<file path="src/rtl/alu_cmd_dispatcher.sv">
// Command FIFO feeding a single ALU through an IDLE/NOOP/BUSY/RESP sequencer.
// Illegal opcodes are dropped with a one-cycle error pulse; stalled ALU ops time out.
module alu_cmd_dispatcher #(
  parameter int DEPTH   = 4,
  parameter int TIMEOUT = 16
) (
  input  logic        clk,
  input  logic        reset,
  input  logic        cmd_valid,
  output logic        cmd_ready,
  input  logic [7:0]  cmd_a,
  input  logic [7:0]  cmd_b,
  input  logic [2:0]  cmd_op,
  output logic [7:0]  alu_a,
  output logic [7:0]  alu_b,
  output logic [2:0]  alu_op,
  output logic        alu_start,
  input  logic        alu_done,
  input  logic [15:0] alu_result,
  output logic        rsp_valid,
  input  logic        rsp_ready,
  output logic [15:0] rsp_result,
  output logic [2:0]  rsp_op,
  output logic        err_illegal,
  output logic        err_timeout
);
  localparam int AW = $clog2(DEPTH);
  localparam int CW = $clog2(TIMEOUT + 1);

  typedef enum logic [1:0] {IDLE, NOOP, BUSY, RESP} state_e;
  typedef struct packed {
    logic [2:0] op;
    logic [7:0] a;
    logic [7:0] b;
  } cmd_t;

  cmd_t          mem_q [DEPTH];
  cmd_t          head;
  logic [AW-1:0] wr_ptr_q, wr_ptr_d, rd_ptr_q, rd_ptr_d;
  logic [AW:0]   count_q, count_d;
  logic [CW-1:0] cnt_q, cnt_d;
  state_e        state_q, state_d;
  logic [7:0]    alu_a_q, alu_a_d, alu_b_q, alu_b_d;
  logic [2:0]    alu_op_q, alu_op_d, rsp_op_q, rsp_op_d;
  logic          alu_start_q, alu_start_d, rsp_valid_q, rsp_valid_d;
  logic [15:0]   rsp_result_q, rsp_result_d;
  logic          err_illegal_q, err_illegal_d, err_timeout_q, err_timeout_d;
  logic          push, pop;

  assign cmd_ready = (count_q != (AW+1)'(DEPTH));
  assign push      = cmd_valid && cmd_ready;
  assign head      = mem_q[rd_ptr_q];

  always_comb begin
    wr_ptr_d = push ? wr_ptr_q + AW'(1) : wr_ptr_q;
    rd_ptr_d = pop  ? rd_ptr_q + AW'(1) : rd_ptr_q;
    count_d  = count_q;
    if (push && !pop)      count_d = count_q + (AW+1)'(1);
    else if (!push && pop) count_d = count_q - (AW+1)'(1);
  end

  always_comb begin
    state_d       = state_q;
    cnt_d         = cnt_q;
    alu_a_d       = alu_a_q;
    alu_b_d       = alu_b_q;
    alu_op_d      = alu_op_q;
    alu_start_d   = alu_start_q;
    rsp_valid_d   = rsp_valid_q;
    rsp_result_d  = rsp_result_q;
    rsp_op_d      = rsp_op_q;
    err_illegal_d = 1'b0;
    err_timeout_d = 1'b0;
    pop           = 1'b0;
    case (state_q)
      IDLE: if (count_q != '0) begin
        pop = 1'b1;
        if (head.op > 3'd4) begin
          err_illegal_d = 1'b1;
        end else begin
          alu_a_d     = head.a;
          alu_b_d     = head.b;
          alu_op_d    = head.op;
          alu_start_d = 1'b1;
          cnt_d       = '0;
          state_d     = (head.op == 3'd0) ? NOOP : BUSY;
        end
      end
      NOOP: begin
        alu_start_d = 1'b0;
        state_d     = IDLE;
      end
      // A done sampled on the final counted cycle still wins over the timeout.
      BUSY: if (alu_done) begin
        alu_start_d  = 1'b0;
        rsp_result_d = alu_result;
        rsp_op_d     = alu_op_q;
        rsp_valid_d  = 1'b1;
        state_d      = RESP;
      end else if (cnt_q == CW'(TIMEOUT - 1)) begin
        alu_start_d   = 1'b0;
        err_timeout_d = 1'b1;
        state_d       = IDLE;
      end else begin
        cnt_d = cnt_q + CW'(1);
      end
      RESP: if (rsp_ready) begin
        rsp_valid_d = 1'b0;
        state_d     = IDLE;
      end
      default: state_d = IDLE;
    endcase
  end

  always_ff @(posedge clk) begin
    if (!reset && push) mem_q[wr_ptr_q] <= '{op: cmd_op, a: cmd_a, b: cmd_b};
  end

  always_ff @(posedge clk) begin
    if (reset) begin
      wr_ptr_q      <= '0;
      rd_ptr_q      <= '0;
      count_q       <= '0;
      cnt_q         <= '0;
      state_q       <= IDLE;
      alu_a_q       <= '0;
      alu_b_q       <= '0;
      alu_op_q      <= '0;
      alu_start_q   <= 1'b0;
      rsp_valid_q   <= 1'b0;
      rsp_result_q  <= '0;
      rsp_op_q      <= '0;
      err_illegal_q <= 1'b0;
      err_timeout_q <= 1'b0;
    end else begin
      wr_ptr_q      <= wr_ptr_d;
      rd_ptr_q      <= rd_ptr_d;
      count_q       <= count_d;
      cnt_q         <= cnt_d;
      state_q       <= state_d;
      alu_a_q       <= alu_a_d;
      alu_b_q       <= alu_b_d;
      alu_op_q      <= alu_op_d;
      alu_start_q   <= alu_start_d;
      rsp_valid_q   <= rsp_valid_d;
      rsp_result_q  <= rsp_result_d;
      rsp_op_q      <= rsp_op_d;
      err_illegal_q <= err_illegal_d;
      err_timeout_q <= err_timeout_d;
    end
  end

  assign alu_a       = alu_a_q;
  assign alu_b       = alu_b_q;
  assign alu_op      = alu_op_q;
  assign alu_start   = alu_start_q;
  assign rsp_valid   = rsp_valid_q;
  assign rsp_result  = rsp_result_q;
  assign rsp_op      = rsp_op_q;
  assign err_illegal = err_illegal_q;
  assign err_timeout = err_timeout_q;
endmodule

</file>
<file path="config.mk">
export PLATFORM = sky130hd
export DESIGN_NAME = alu_cmd_dispatcher
export DESIGN_NICKNAME = d
export VERILOG_FILES = /design/src/rtl/alu_cmd_dispatcher.sv
export SDC_FILE = /design/constraint.sdc
export NUM_CORES = 1
export LEC_CHECK = 0
export CAP_MARGIN = 20
export CORE_ASPECT_RATIO = 1.2
export CORE_MARGIN = 2
export CORE_UTILIZATION = 50
export DETAILED_ROUTE_END_ITERATION = 10
export PLACE_DENSITY = 0.75
export SLEW_MARGIN = 0
export SYNTH_ARGS = -nofsm -noshare
export SYNTH_HDL_FRONTEND = slang
export SYNTH_SLANG_ARGS = --single-unit
</file>
<file path="constraint.sdc">
create_clock -name clk -period 3 [get_ports clk]
set_input_delay 0.6 -clock clk [delete_from_list [all_inputs] [get_ports clk]]
set_output_delay 0.6 -clock clk [all_outputs]
set_load 0.005 [all_outputs]
</file>
**Word-level counts from Yosys, hierarchy flattened**

Memories as Yosys holds them, arrays and structs flattened. A register that Yosys moved wholly into a read port is not among the register bits.
Index checks and enable logic that the tools add are counted.

- $add $sub $neg: 5
- $lt $le $gt $ge: 1
- Eq/ne operators: 12
- Multiplexer cells: 30
- Bitwise gates (word level): 4
- Reductions and logical operators: 22

Operators by type and width:

| cell | count |
|---|---|
| $mux 5 | 4 |
| $mux 2 | 8 |
| $mux 1 | 12 |
| $ne 2x2->1 const B | 6 |
| $pmux 5 s2 | 1 |
| $pmux 2 s4 | 1 |
| $reduce_and 4->1 | 2 |
| $mux 3 | 2 |
| $ne 3x3->1 const B | 2 |
| $reduce_and 3->1 | 2 |
| $reduce_bool 2->1 | 3 |
| $reduce_bool 3->1 | 2 |
| $reduce_or 3->1 | 2 |
| $add 5x1->5 const B | 1 |
| $eq 5x4->1 const B | 1 |
| $reduce_and 5->1 | 1 |
| $add 2x1->2 const B | 2 |
| $eq 2x2->1 const B | 2 |
| $logic_and 1x1->1 | 4 |
| $not 1->1 | 4 |
| $add 3x1->3 const B | 1 |
| $gt 3x3->1 const B | 1 |
| $logic_not 1->1 | 3 |
| $logic_not 3->1 | 1 |
| 6 further kinds | 6 |

- Bits in registers: 56
- Bits in writable memories: 76
- Output and inout port bits: 43
- Word-level logic and storage cells: 89
- Memories: 1

Memory list:

| name | depth | bits a word | read ports | clocked after memory_dff | wr ports | RTL line | text |
|---|---|---|---|---|---|---|---|
| mem_q | 4 | 19 | 1 | 1 | 1 | 37 | `cmd_t mem_q [DEPTH];` |

**Longest topological paths before layout**

- Depth in word-level cells: 6
- Mapped depth: 10
- Depth with buffers taken out: 10

**Least setup slack after synthesis**

OpenSTA, ideal clock, no wires.

- Path kind: flip-flop to flip-flop
- Start: register count_q[0]
- End: register count_q[2]
- Library setup time: 70 ps
- Data arrival time: 2158 ps
- Data required time: 2930 ps
- Path slack: 772 ps
- Cell stages (with the launch flop): 10
- Buffers on the path: 0
- Period minus slack after synthesis: 2228 ps
- Path through: dfxtp_1 > nor3_1 > nor2b_1 > inv_1 > ha_1 > inv_1 > fa_1 > xor2_1 > or3_1 > a21oi_1

- Cells in the longest elaborated chain, start to end: 6
- Elaborated cells between the ends (all ways): 14

Ends and longest elaborated chain:

| what | RTL line | text |
|---|---|---|
| from (decl) | 40 | `logic [AW:0] count_q, count_d;` |
| from (signal assigned) | 138 | `count_q <= count_d;` |
| parallel branches: the longest is 6 deep, another holds $sub 3x1->3 | n/a |  |

Several ways; the timed one is not identified. The select of a mux whose other input is x is not followed.
A chain may end at the register's enable or synchronous reset.

**Worst setup path after layout**

- Start: register state_q[0]
- End: register count_q[2]

- Cells in the longest elaborated chain, start to end: 5
- Elaborated cells between the ends (all ways): 7

Ends and longest elaborated chain:

| what | RTL line | text |
|---|---|---|
| from (decl) | 42 | `state_e state_q, state_d;` |
| from (signal assigned) | 140 | `state_q <= state_d;` |
| $logic_not 2->1 * | 75 | `case (state_q)` |
| $mux 1 * | 75 |  |
| $logic_not 1->1 | 58 | `if (push && !pop) count_d = count_q + (AW+1)'(1);` |
| $logic_and 1x1->1 | 58 |  |
| $mux 3 or $reduce_bool 2->1 (tied branches) | n/a |  |

Mark *: on every way between the ends. The rest lies on a longest branch, timed or not.

==> results.toml <==
[status]
status = "finished clean"

[floorplanning]
die_h_um = 115
io_pins = 83
rows = 40
start_util = 0.513
die_area_um2 = 11100
core_region_area_um2 = 10000
die_w_um = 96.5

[sta]
setup_viol = 0
hold_viol = 0
max_clock_freq_mhz = 417
relSlewSlack = 0.508
slew_violations = 0
fin_crit_ns = 2.40
worst_pin_slew_ns = 0.735
fin_crit_sh = 0.799
tns_ns = 0
rsz0062_at_grt = "no"
fin_skew_ns = 0.00550

[placed_design]
place_congestion = 0.774
port_buffers = 82
dp_hpwl_um = 6520
placedCellCount = 592

[routing]
drt_iter0_markers = 176
drt_pre_antenna_iters = 6
drc = 0
via_count = 3275
postRouteWirelength_um = 9980
post_drt_wl_per_cell_um = 16.0
antenna_left = 0
viasPerCell = 5.25

[cells_and_area]
diodes = 0
fin_nets = 538
finalNonFillerCells = 624
area_delta_synth_final_pct = 30.9
drive_above_1_share = 0.120

[critical_path]
start_kind = "register"
crit_type = "reg -> reg"
endpoint_kind = "register"
required_ns = 3.34
cp_max_fo = 6
crit_arrival_ns = 2.73

[clock_network]
holdBufCountCts = 0
root_buffer = "clkbuf_16"
ctsHtreeMaxLevel = 4
post_cts_buffers = 0
clock_path_buffers = 2
cts_tree = "built"
clk_pin_slew_ns = 0.06
cts_resized = 0
cts_made_buffers = 17
cts_sinks = 134
clk-insertion-delay-late_ns = 0.41

[flow_run]
drv_cap = 0

[power_and_ir_drop]
p_per_area_nw_per_um2 = 859
peakVddDrop_mv = 0.573
p_leak_nw = 2.36

[global_routing]
grt_pass1_vias = 3336
grt_overflow = 0
grt_max_degree = 58
antenna_found_initial = 0
grt_usage = 0.191
grt_pass1_wl_um = 15800

[logic_synthesis]
ys_ff_latch = 134
synthTopCellsByCount = "nand2_1 (85), edfxtp_1 (76), dfxtp_1 (58), a21oi_1 (44), mux4_2 (13)"
synth.avg_cell_area_um2 = 13.2
synthTopCellsByArea = "edfxtp_1 (44%), dfxtp_1 (23%), nand2_1 (6.2%)"
yosysMostFrequentCell = "nand2_1"
ys_seq_area_frac = 0.670
synth_top_area_cell = "edfxtp_1"
synth_cell_types = 38
syn_area_um2 = 5140
yosys_warnings = 0
synth_nets = 441
async_flop_share = 0
synthCells = 388
synth_edf_count = 76
synth-main-ff-cell = "edfxtp_1"
yosysTopAreaCellShare = 0.444

[min_path]
min_path_type = "reg -> reg"
critical path: stages (launching register included):
cell	delay, ns
dfxtp_1	0.36
inv_1	0.11
ha_1	0.28
nor2b_1	0.21
inv_1	0.12
ha_1	0.19
inv_1	0.06
fa_1	0.37
xor2_1	0.17
or3_1	0.31
a21oi_1	0.14
registers in the layout, indices dropped and copies added (netlist names), named ones only:
register / count
alu_a: 8
alu_start: 1
state_q: 2
mem_q: 76
cnt_q: 5
rsp_result: 16
wr_ptr_q: 2
count_q: 3
alu_op: 3
rd_ptr_q: 2
err_timeout: 1
err_illegal: 1
alu_b: 8
rsp_valid: 1
rsp_op: 3
routing by layer:
metal	global-route usage	up-vias	wire length [µm]
li1	-	1592	-
met1	0.217	1598	4040
met2	0.344	76	5340
met3	0.0544	9	469
met4	0.0629	0	129
met5	0	-	0
final timing paths:
path	startpoint	to	slack (ns)	cells past startpoint
setup / recovery	state_q[0]	count_q[2]	0.60	10
hold / removal	rsp_result[6]	rsp_result[6]	0.45	2
hold reg to reg	rsp_result[6]	rsp_result[6]	0.45	2
setup reg to reg	state_q[0]	count_q[2]	0.60	10
cell families after synthesis:
group / synth area share
compound gates: 0.0650
xor+xnor: 0.00853
fa+ha+maj: 0.0331
buf+inv: 0.0236
flops: 0.670
mux: 0.0935
simple gates: 0.106
report_power, final:
group          switching [mW]  total, mW  internal, mW
clock                   0.737       2.02          1.28
sequential              0.150       2.32          2.17
combinational           0.710       1.43         0.719
total                    1.60       5.77          4.17
cells in the final DEF (no fill, tap or decap), drive strengths merged, types with 2 or more instances in the layout:
cell type / instances
and2: 7
nor3b: 2
ha: 12
xor2: 3
nor2b: 3
nor4: 2
a21oi: 44
nor3: 9
inv: 15
clkdlybuf4s50: 81
nand3: 2
o21ai: 5
xnor2: 2
buf: 14
dfxtp: 58
a32o: 2
mux2i: 3
clkbuf: 22
clkinv: 4
nand2: 85
mux4: 19
edfxtp: 76
nor2: 12
a211oi: 3
area by class of cell:
| class | count | area, µm² |
|---|---|---|
| clock buffers | 22 | 507 |
| clock inverters | 10 | 87.6 |
| fillers | 725 | 3290 |
| inverters | 11 | 41.3 |
| multi-input cells | 226 | 1570 |
| flip-flops and latches | 134 | 3440 |
| well taps | 126 | 158 |
| repair buffers | 95 | 913 |
stage by stage:
| stage | instance area (µm²) | power, mW | hold WS (ns) | worst slack, ns | util |
|---|---|---|---|---|---|
| finish | 6720 | 5.77 | 0.453 | 0.603 | 0.672 |
| global placement | 6130 | 3.74 | 0.443 | 0.493 | 0.612 |
| detailed placement | 6130 | 3.80 | 0.446 | 0.409 | 0.612 |
| global route | 6720 | 6.07 | 0.473 | 0.432 | 0.672 |
| CTS | 6720 | 5.82 | 0.453 | 0.612 | 0.672 |
| floorplan | 5140 | 3.21 | 0.450 | 0.772 | - |
No activity file was read; power rests on OpenSTA's default activity.
